[src/rtl/keypad_scan_debounce.sv]
// Matrix keypad scanner: one-cold row drive, per-frame key resolution, frame debounce,
// and an accepted-state FSM producing key strobe, held and multi-key status.
module keypad_scan_debounce #(
  parameter int unsigned ROWS     = 4,
  parameter int unsigned COLS     = 4,
  parameter int unsigned SCAN_DIV = 1000,
  parameter int unsigned DEBOUNCE = 4
) (
  input  logic                         clk,
  input  logic                         rst_n,
  input  logic [COLS-1:0]              col_n,
  output logic [ROWS-1:0]              row_n,
  output logic [$clog2(ROWS*COLS)-1:0] key_code,
  output logic                         key_valid,
  output logic                         key_held,
  output logic                         multi_key
);

  localparam int unsigned CW = $clog2(ROWS*COLS);
  localparam int unsigned DW = $clog2(SCAN_DIV);
  localparam int unsigned RW = $clog2(ROWS);
  localparam int unsigned SW = $clog2(DEBOUNCE+1);

  typedef enum logic [1:0] {FR_NONE, FR_SINGLE, FR_MULTI} frame_e;
  typedef enum logic [1:0] {S_IDLE, S_PRESSED, S_MULTI} state_e;

  logic [DW-1:0]   dwell_q;
  logic [RW-1:0]   row_q;
  logic [RW-1:0]   row_nxt;
  logic [ROWS-1:0] row_n_nxt;
  logic            sample;
  logic            last_row;
  logic            frame_eval;

  assign sample     = (dwell_q == DW'(SCAN_DIV-1));
  assign last_row   = (row_q == RW'(ROWS-1));
  assign frame_eval = sample & last_row;
  assign row_nxt    = last_row ? '0 : row_q + RW'(1);

  // One-cold decode of the next row so row_n switches in a single registered step
  always_comb begin
    row_n_nxt          = '1;
    row_n_nxt[row_nxt] = 1'b0;
  end

  always_ff @(posedge clk or negedge rst_n) begin
    if (!rst_n) begin
      dwell_q <= '0;
      row_q   <= '0;
      row_n   <= ~ROWS'(1);
    end else if (sample) begin
      dwell_q <= '0;
      row_q   <= row_nxt;
      row_n   <= row_n_nxt;
    end else begin
      dwell_q <= dwell_q + DW'(1);
    end
  end

  // Column sense: any closure, more than one closure, and the closed column index
  logic          any_closed;
  logic          many_closed;
  logic [CW-1:0] col_idx;
  logic [CW-1:0] sample_code;

  always_comb begin
    any_closed  = 1'b0;
    many_closed = 1'b0;
    col_idx     = '0;
    for (int i = 0; i < COLS; i++) begin
      if (!col_n[i]) begin
        many_closed = many_closed | any_closed;
        any_closed  = 1'b1;
        col_idx     = CW'(i);
      end
    end
  end

  assign sample_code = CW'(row_q) * CW'(COLS) + col_idx;

  frame_e        acc_kind_q, acc_kind_nx, prev_kind_q;
  logic [CW-1:0] acc_code_q, acc_code_nx, prev_code_q;
  logic [SW-1:0] stable_q, stable_nx;

  always_comb begin
    acc_kind_nx = acc_kind_q;
    acc_code_nx = acc_code_q;
    if (any_closed) begin
      if (!many_closed && acc_kind_q == FR_NONE) begin
        acc_kind_nx = FR_SINGLE;
        acc_code_nx = sample_code;
      end else begin
        acc_kind_nx = FR_MULTI;
        acc_code_nx = '0;
      end
    end
  end

  always_comb begin
    stable_nx = SW'(1);
    if (acc_kind_nx == prev_kind_q && acc_code_nx == prev_code_q) begin
      stable_nx = (stable_q == SW'(DEBOUNCE)) ? stable_q : stable_q + SW'(1);
    end
  end

  always_ff @(posedge clk or negedge rst_n) begin
    if (!rst_n) begin
      acc_kind_q  <= FR_NONE;
      acc_code_q  <= '0;
      prev_kind_q <= FR_NONE;
      prev_code_q <= '0;
      stable_q    <= '0;
    end else if (sample) begin
      if (last_row) begin
        acc_kind_q  <= FR_NONE;
        acc_code_q  <= '0;
        prev_kind_q <= acc_kind_nx;
        prev_code_q <= acc_code_nx;
        stable_q    <= stable_nx;
      end else begin
        acc_kind_q <= acc_kind_nx;
        acc_code_q <= acc_code_nx;
      end
    end
  end

  state_e        state_q, state_d;
  logic          differs;
  logic          accept;
  logic [CW-1:0] key_code_d;
  logic          key_valid_d, key_held_d, multi_key_d;

  // Debounced frame versus the currently accepted state
  always_comb begin
    differs = 1'b0;
    case (state_q)
      S_IDLE:    differs = (acc_kind_nx != FR_NONE);
      S_PRESSED: differs = !(acc_kind_nx == FR_SINGLE && acc_code_nx == key_code);
      S_MULTI:   differs = (acc_kind_nx != FR_MULTI);
      default:   differs = 1'b1;
    endcase
  end

  assign accept = frame_eval && (stable_nx == SW'(DEBOUNCE)) && differs;

  always_comb begin
    state_d     = state_q;
    key_code_d  = key_code;
    key_valid_d = 1'b0;
    key_held_d  = key_held;
    multi_key_d = multi_key;
    if (accept) begin
      case (acc_kind_nx)
        FR_SINGLE: begin
          state_d     = S_PRESSED;
          key_code_d  = acc_code_nx;
          key_valid_d = 1'b1;
          key_held_d  = 1'b1;
          multi_key_d = 1'b0;
        end
        FR_MULTI: begin
          state_d     = S_MULTI;
          key_held_d  = 1'b0;
          multi_key_d = 1'b1;
        end
        default: begin
          state_d     = S_IDLE;
          key_held_d  = 1'b0;
          multi_key_d = 1'b0;
        end
      endcase
    end
  end

  always_ff @(posedge clk or negedge rst_n) begin
    if (!rst_n) begin
      state_q   <= S_IDLE;
      key_code  <= '0;
      key_valid <= 1'b0;
      key_held  <= 1'b0;
      multi_key <= 1'b0;
    end else begin
      state_q   <= state_d;
      key_code  <= key_code_d;
      key_valid <= key_valid_d;
      key_held  <= key_held_d;
      multi_key <= multi_key_d;
    end
  end

endmodule

[config.mk]
export PLATFORM = sky130hd
export DESIGN_NAME = keypad_scan_debounce
export DESIGN_NICKNAME = d
export VERILOG_FILES = /design/src/rtl/keypad_scan_debounce.sv
export SDC_FILE = /design/constraint.sdc
export NUM_CORES = 1
export LEC_CHECK = 0
export ABC_AREA = 1
export BUFFER_PORTS_ARGS = -buffer_cell sky130_fd_sc_hd__buf_2
export CORE_MARGIN = 8
export CORE_UTILIZATION = 25
export DETAILED_ROUTE_END_ITERATION = 7
export GPL_TIMING_DRIVEN = 0
export PLACE_DENSITY_LB_ADDON = 0.08
export SYNTH_ARGS = -nofsm -noshare
export SYNTH_HDL_FRONTEND = slang
export SYNTH_SLANG_ARGS = --single-unit
[constraint.sdc]
create_clock -name clk -period 2.01 [get_ports clk]
set_clock_uncertainty 0.15 [all_clocks]
set_input_delay 0.1005 -clock clk [delete_from_list [all_inputs] [get_ports clk]]
set_output_delay 0.1005 -clock clk [all_outputs]
set_load 0.03 [all_outputs]
# Word-level counts from Yosys, hierarchy flattened
# Cells that the tools add are included.
[word_totals]
output_inout_bits = 11
ff_bits = 40
in_bits = 6
[classes]
n_eq_ne = 12
add_sub_neg = 4
muxes = 27
reduce_logical = 13
bitwise_logic = 4
order_cmp = 2
[op_table]
columns = ["operator", "count"]
rows = [
  ["$mux W4", 5],
  ["$mux W1", 12],
  ["$add A10 B1 Y10 const B", 1],
  ["$eq A10 B10 Y1 const B", 1],
  ["$mux W10", 1],
  ["$eq A4 B4 Y1", 2],
  ["$mux W2", 4],
  ["$eq A2 B2 Y1 const B", 3],
  ["$eq A3 B3 Y1 const B", 2],
  ["$logic_and A1 B1 Y1", 6],
  ["$mux W3", 2],
  ["$add A4 B4 Y4", 1],
  ["$eq A2 B1 Y1 const B", 2],
  ["$logic_not A2 Y1", 2],
  ["$not A4 Y4", 1],
  ["$pmux W2 S2", 1],
  ["$reduce_and A2 Y1", 2],
  ["$add A3 B1 Y3 const B", 1],
  ["$lt A2 B3 Y1 const B", 1],
  ["$pmux W1 S3", 1],
  ["$add A2 B1 Y2 const B", 1],
  ["$demux W1 S2", 1],
  ["$eq A2 B2 Y1", 1],
  ["$ge A2 B1 Y1 const B", 1],
  ["other kinds (5)", 7],
]

# Depth between registers and ports, before layout
# Gate-level depths: netlist of run 1.
[depth]
depth_word = 17
mapped_depth = 15
mapped_depth_nobuf = 15

# Least setup slack after synthesis of run 1
# Ideal clock, no wire load.
[synth_path]
path_type = "register to register"
from = "register dwell_q[0]"
to = "register key_code[1]"
synth_period_minus_slack_ns = 2.019
stages_incl_launch_ff = 13
n_path_buf = 0
t_arrival_ns = 1.751
setup_slack_ns = -0.009
setup_ns = 0.118
required_ns = 1.742
path_cell_list = "dfrtp_1 ha_1 nand2_1 nor2_1 nand3_2 nor2_4 nand2_1 nor2_2 nand4_4 nor2_8 nand3_4 nand2_1 nand2_1"
[synth_between]
elab_chain_cells = 5
[synth_rtl]
columns = ["element", "line", "text"]
rows = [
  ["from (decl)", "27", "logic [DW-1:0] dwell_q;"],
  ["from (signal assigned)", "56", "dwell_q <= dwell_q + DW'(1);"],
  ["$eq A10 B10 Y1", "35", "assign sample = (dwell_q == DW'(SCAN_DIV-1));"],
  ["$and A1 B1 Y1", "37", "assign frame_eval = sample & last_row;"],
  ["$logic_and A1 B1 Y1 (2 in a row)", "144", "assign accept = frame_eval && (stable_nx == SW'(DEBOUNCE)) && differs;"],
  ["$reduce_and A2 Y1 (no line)", "n/a", ""],
  ["to (signal assigned)", "184", "key_code <= key_code_d;"],
  ["to (decl)", "13", "output logic [$clog2(ROWS*COLS)-1:0] key_code,"],
]
# Every way passes these cells.
# A chain may end at the register's enable or synchronous reset.

# Worst setup path in the final report of run 1
[layout_path]
from = "register acc_kind_q[1]"
to = "register acc_kind_q[1]"
[layout_between]
elab_chain_cells = 5
[layout_rtl]
columns = ["element", "line", "text"]
rows = [
  ["from (decl)", "81", "frame_e acc_kind_q, acc_kind_nx, prev_kind_q;"],
  ["from (signal assigned)", "121", "acc_kind_q <= acc_kind_nx;"],
  ["$logic_not A2 Y1", "89", "if (!many_closed && acc_kind_q == FR_NONE) begin"],
  ["$logic_and A1 B1 Y1", "89", ""],
  ["$mux W2", "89", ""],
  ["$mux W2 (*)", "88", "if (any_closed) begin"],
  ["$mux W2 (*)", "114", "if (last_row) begin"],
]
# Every way passes the cells marked *; elsewhere a longest branch is shown, timed or not.

==> results of run 1 <==
==> final timing paths <==
check	from	end	slack (ps)
setup / recovery	acc_kind_q[1]$_DFFE_PN0N_	acc_kind_q[1]$_DFFE_PN0N_	-40
hold / removal	col_n[0]	acc_code_q[1]$_DFFE_PN0N_	220
setup reg to reg	acc_kind_q[1]$_DFFE_PN0N_	acc_kind_q[1]$_DFFE_PN0N_	-40
hold reg to reg	multi_key$_DFFE_PN0P_	multi_key$_DFFE_PN0P_	330
max in group asynchronous	rst_n	row_q[0]$_DFFE_PN0N_	750
min in group asynchronous	rst_n	dwell_q[7]$_DFF_PN0_	330
==> cells by family after synthesis <==
family / count (synthesis) / synth area share (%)
and+or+nand+nor: 141 / 35.0
buffers and inverters: 45 / 7.52
xor gates and xnor gates: 3 / 1.17
AOI/OAI and AO/OA: 35 / 8.24
DFF: 39 / 43.6
adders and majority gates: 8 / 4.45
==> routing by layer <==
layer  global-route usage [%]  part of all wire (%)  routed length [um]
met1                     13.1                    49                2830
met2                     14.8                    45                2620
met3                     2.44                   4.1                 238
met4                     3.60                   1.9                 108
met5                        0                     0                   0
==> repair_timing <==
item,in CTS,in global routing
hold buffers,1,0
setup buffers,24,7
pin swaps,21,18
hold endpoints to repair,36,0
cloned,1,0
setup endpoints to repair,11,15
gates resized for setup,18,13
==> through the flow <==
step	hold slack (ps)	area, um^2	TNS [ps]
finish	224	2960	-53.8
floorplan	-345	2250	0
global route	252	2960	-1320
global placement	164	2470	-2740
CTS	148	2850	-369
detailed placement	158	2470	-2740
==> cells in the final DEF (no fill, tap or decap), types with 3 or more instances in the layout <==
cell type,instances
nor2_4,7
nand2_1,59
o21ai_0,21
dfstp_2,3
buf_2,16
o22ai_1,4
nand4_1,9
nor2_1,16
buf_4,28
nand2_2,10
nand3_4,7
nor3_1,3
nor2_2,3
inv_1,40
nand3_1,11
ha_1,7
nand2_4,7
dfrtp_1,35
clkbuf_8,6
a21oi_1,4
o21ai_2,4
==> worst reg2reg max path, delay by kind of cell (launching register included) <==
family          cells  cell delay [ps]
flops               1              390
compound gates      1              150
buf+inv            11             1290
==> state kept, by name, summed over array words and instances (netlist names) <==
signal       flops
row_n            4
key_code         4
prev_code_q      4
state_q          1
acc_code_q       4
stable_q         3
dwell_q         10
prev_kind_q      2
multi_key        1
key_held         1
row_q            2
key_valid        1
acc_kind_q       2
==> cell type report <==
class                      count  area, um^2
buffer                         1        3.75
fill                         909        5760
inverter                      43         161
clock inverter                 2        16.3
timing repair buffer          48         343
sequential                    39         981
multi-input combinational    188        1240
clock buffer                   6        82.6
tap                          108         135
==> power by group <==
| group | internal [uW] | leakage, uW | switching [uW] | total, uW |
|---|---|---|---|---|
| clock network | 280 | 0.0000474 | 297 | 578 |
| registers | 784 | 0.000439 | 0 | 784 |
| logic | 21.1 | 0.00108 | 61.8 | 82.9 |
==> impl_metrics.py, run 1 <==
metrics = {
    "status": {
        "outcome": "finished with violations",
        "violations": "setup timing",
    },
    "placement": {
        "dp_hpwl_mm": 3.90,
        "post-place-ws_ps": -352,
        "placedCellCount": 395,
        "portBuffers": 16,
        "gp_congestion": 0.728,
    },
    "detailed_routing": {
        "drt-initial-drc-count": 139,
        "wirelength_mm": 5.80,
        "drcViolationCount": 0,
        "wl_per_cell_um": 13.3,
        "first_pass_iters": 4,
        "vias": 1868,
        "ant_nets": 0,
        "vias_per_cell": 4.29,
    },
    "critical_path": {
        "path_class": "reg2reg",
        "crit_path_max_fanout": 3,
        "crit_slowest_cell": "dfrtp_1",
        "max_stage_delay_ps": 390,
        "critPathLaunchType": "flop",
        "cp_num_cells": 12,
        "path_cells": "inv_1 > buf_4 > buf_4 > buf_4 > buf_4 > buf_4 > buf_4 > buf_4 > buf_4 > buf_4 > buf_4 > o22ai_1",
        "cp-end-kind": "flop",
        "arrival_ps": 2120,
        "path_common_cell": "buf_4",
        "reg2reg_depth": 12,
        "path_buf_inv": 11,
        "crit_family": "buffers and inverters",
        "cp.required_ps": 2080,
    },
    "final_layout": {
        "syn_to_final_growth_pct": 31.9,
        "final_util_pct": 34.0,
        "stdcell_count": 435,
        "nets": 340,
        "diodes": 0,
        "final_layout_size_suffix_gt1_share_pct": 32.7,
    },
    "yosys": {
        "synth_seq_cells": 39,
        "synth_nets": 285,
        "synth-edff-count": 0,
        "synth_area_leaders": "dfrtp_1, nand2_1, inv_1",
        "seq_area_frac_synth_pct": 43.6,
        "synth_top_cell_area_share_pct": 40.1,
        "syn_inst": 271,
        "synth_area_mm2": 0.00225,
        "async_flop_share_pct": 100,
        "synth.most_common_cell": "nand2_1",
        "synth_common_cells": "nand2_1, inv_1, dfrtp_1, o21ai_0, nor2_1",
        "synth_top_cell_by_area": "dfrtp_1",
        "ys_warn_count": 0,
        "avgSynthCellArea_um2": 8.29,
        "synth_ff_type": "dfrtp_1",
        "ys_types": 30,
    },
    "global_routing": {
        "grt_pass1_wl_mm": 10.0,
        "gr-total-overflow": 0,
        "grt_max_degree": 40,
        "antenna_found_initial": 0,
        "grtUsageTotal_pct": 9.83,
        "grt_pass1_vias": 2013,
    },
    "sta": {
        "rsz0062_at_grt": "true",
        "fin_crit_sh_pct": 102,
        "max_freq_ghz": 0.489,
        "final-hold-violation-count": 0,
        "max-slew-margin-rel_pct": 37.9,
        "report.final.slew_viol_count": 0,
        "fin_crit_ps": 2050,
        "tightest_slew_ps": 932,
        "finalSetupViolCount": 3,
        "setup_slack_ps": -36.2,
    },
    "clock_tree": {
        "clock_sinks": 39,
        "cts_tree": "built",
        "cts_root_buf": "clkbuf_8",
        "clk_path_buf_depth": 2,
        "cts_buffers": 5,
        "cts_htree_levels": 2,
        "clkSlewWorstSetupHoldPaths_ps": 90,
        "clk_latency_ps": 300,
    },
    "min_path": {
        "hold_class": "in2reg",
        "hold_path_depth": 5,
    },
    "floorplan": {
        "die_y_um": 111,
        "initial_core_util_pct": 25.8,
        "core_area_mm2": 0.00872,
        "pin_count": 17,
        "rows": 34,
        "die_area_mm2": 0.0123,
        "die_w_um": 111,
    },
    "power_and_ir_drop": {
        "p_total_uw": 1440,
        "ir_worst_vdd_mv": 0.229,
        "p_leak_uw": 0.00157,
        "power_density_mw_per_mm2": 487,
    },
    "run": {
        "max-cap-violations": 0,
    },
}
(Power assumes the default switching activity.)
==> run 2, diff against run 1 <==
MAX_ROUTING_LAYER = met4   (was default)
==> impl_metrics.py, run 2 (synthesis gave the netlist of run 1 again) <==
metrics = {
    "clock_tree": {
        "clk_latency_ps": 300,
        "cts_root_buf": "clkbuf_8",
        "cts_htree_levels": 2,
        "clk_path_buf_depth": 2,
        "clock_sinks": 39,
        "clkSlewWorstSetupHoldPaths_ps": 90,
        "cts_tree": "built",
        "cts_buffers": 5,
    },
    "sta": {
        "hold_slack_ps": 224,
        "finalSetupViolCount": 3,
        "final-hold-violation-count": 0,
        "tightest_slew_ps": 931,
        "fin_crit_sh_pct": 102,
        "max_freq_ghz": 0.489,
        "max-slew-margin-rel_pct": 37.9,
        "setup_slack_ps": -36.1,
        "report.final.slew_viol_count": 0,
        "fin_crit_ps": 2050,
        "rsz0062_at_grt": "true",
    },
    "status": {
        "violations": "setup timing",
        "outcome": "finished with violations",
    },
    "global_routing": {
        "grt_pass1_wl_mm": 10.0,
        "gr-total-overflow": 0,
        "grt_max_degree": 40,
        "grt_pass1_vias": 2013,
        "grtUsageTotal_pct": 10.1,
        "antenna_found_initial": 0,
    },
    "final_layout": {
        "final_layout_size_suffix_gt1_share_pct": 32.7,
        "final_util_pct": 34.0,
        "nets": 340,
        "mostFrequentLayoutCells": "nand2_1, inv_1, dfrtp_1, buf_4, o21ai_0",
        "fill_cells": 909,
        "stdcell_count": 435,
        "regMostFlops": "dwell_q",
        "largest_reg_flops": 10,
        "syn_to_final_growth_pct": 31.9,
        "diodes": 0,
        "mostFrequentLayoutCell": "nand2_1",
        "final_cell_area_mm2": 0.00296,
    },
    "power_and_ir_drop": {
        "p_seq_share_pct": 54.3,
        "ir_worst_vdd_mv": 0.229,
        "comb_power_share_pct": 5.7,
        "power_density_mw_per_mm2": 487,
        "switchingPower_uw": 359,
        "p_clk_share_pct": 40.0,
        "p_int_uw": 1090,
        "netSwitchingFraction_pct": 24.9,
        "p_leak_uw": 0.00157,
    },
    "critical_path": {
        "path_class": "reg2reg",
        "critPathLaunchType": "flop",
        "reg2reg_from": "acc_kind_q[1]$_DFFE_PN0N_",
        "crit_family": "buffers and inverters",
        "max_stage_delay_ps": 390,
        "crit_slowest_cell": "dfrtp_1",
        "r2r_end": "acc_kind_q[1]$_DFFE_PN0N_",
        "cp-end-kind": "flop",
        "path_common_cell": "buf_4",
        "path_cells": "inv_1 > buf_4 > buf_4 > buf_4 > buf_4 > buf_4 > buf_4 > buf_4 > buf_4 > buf_4 > buf_4 > o22ai_1",
        "crit_path_max_fanout": 3,
        "r2r_setup_slack_ps": -40,
        "path_buf_inv": 11,
        "cp.required_ps": 2080,
        "arrival_ps": 2120,
        "reg2reg_depth": 12,
    },
    "detailed_routing": {
        "drt-initial-drc-count": 131,
        "drcViolationCount": 0,
        "ant_nets": 0,
        "vias": 1866,
        "wirelength_mm": 5.78,
        "vias_per_cell": 4.29,
        "wl_per_cell_um": 13.3,
        "first_pass_iters": 4,
    },
    "min_path": {
        "hold-path-endpoint": "acc_code_q[1]$_DFFE_PN0N_",
        "hold_class": "in2reg",
        "min_from": "col_n[0]",
        "hold_path_depth": 5,
    },
    "floorplan": {
        "die_area_mm2": 0.0123,
        "initial_core_util_pct": 25.8,
        "die_y_um": 111,
        "pin_count": 17,
        "die_w_um": 111,
        "rows": 34,
        "core_area_mm2": 0.00872,
    },
    "placement": {
        "portBuffers": 16,
        "post-place-ws_ps": -352,
        "gp_congestion": 0.737,
        "placedCellCount": 395,
        "dp_hpwl_mm": 3.90,
        "dpl_cell_area_mm2": 0.00247,
    },
    "run": {
        "max-cap-violations": 0,
    },
}
[run 2: cell counts in the layout (fill, tap and decap cells not counted)]
Identical to the previous run, type by type.
[run 2: final cells by class]
| cell class | count | area [um^2] | area share (%) |
|---|---|---|---|
| timing repair buffer | 48 | 343 | 11.6 |
| clock buffer | 6 | 82.6 | 2.79 |
| multi-input combinational | 188 | 1240 | 41.9 |
| tap | 108 | 135 | 4.56 |
| clock inverter | 2 | 16.3 | 0.549 |
| buffer | 1 | 3.75 | 0.127 |
| inverter | 43 | 161 | 5.45 |
| sequential | 39 | 981 | 33.1 |
[run 2: what timing repair did]
item	in CTS	in global routing
hold buffers	1	0
pin swaps	21	18
cloned	1	0
endpoints found under the setup margin	11	15
setup buffers	24	7
endpoints found under the hold margin	36	0
resized for setup	18	13
[run 2: how the worst max path moves through the flow]
| stage | start | to | cells after the start |
|---|---|---|---|
| 5_1_grt | acc_kind_q[1]$_DFFE_PN0N_ | key_code[0]$_DFFE_PN0P_ | 12 |
| 3_3_place_gp | dwell_q[0]$_DFF_PN0_ | key_code[1]$_DFFE_PN0P_ | 12 |
| 3_5_place_dp | dwell_q[0]$_DFF_PN0_ | key_code[3]$_DFFE_PN0P_ | 12 |
| 4_1_cts | acc_kind_q[1]$_DFFE_PN0N_ | key_code[3]$_DFFE_PN0P_ | 12 |
| 6_report | acc_kind_q[1]$_DFFE_PN0N_ | acc_kind_q[1]$_DFFE_PN0N_ | 12 |
| 2_1_floorplan | dwell_q[0]$_DFF_PN0_ | key_code[1]$_DFFE_PN0P_ | 12 |
[run 2: through the flow]
stage | power [uW] | setup TNS [ps]
6_report | 1440 | -53.8
5_1_grt | 1520 | -1320
4_1_cts | 1480 | -369
3_5_place_dp | 871 | -2740
3_3_place_gp | 872 | -2740
2_1_floorplan | 836 | 0
[run 2: routing by layer]
metal | global-route usage (%) | vias up | wire length, um
li1 | - | 986 | -
met3 | 2.11 | 9 | 200
met2 | 14.8 | 28 | 2610
met5 | - | - | 0
met4 | 3.60 | 0 | 103
met1 | 13.3 | 843 | 2870
[run 2: power groups by stage]
stage / combinational (uW) / clock, uW / sequential (uW)
after floorplan: 36.4 / 0 / 800
final: 82.9 / 578 / 784
after global routing: 92.7 / 640 / 784
after CTS: 80.1 / 620 / 784
after detailed placement: 71.5 / 0 / 800
after global placement: 72.1 / 0 / 800
[run 2: worst reg2reg max path: stages (launching register included)]
cell and delay, ps:
dfrtp_1 390, inv_1 80, buf_4 130, buf_4 120, buf_4 120, buf_4 120, buf_4 120, buf_4 120
buf_4 120, buf_4 120, buf_4 120, buf_4 120, o22ai_1 150
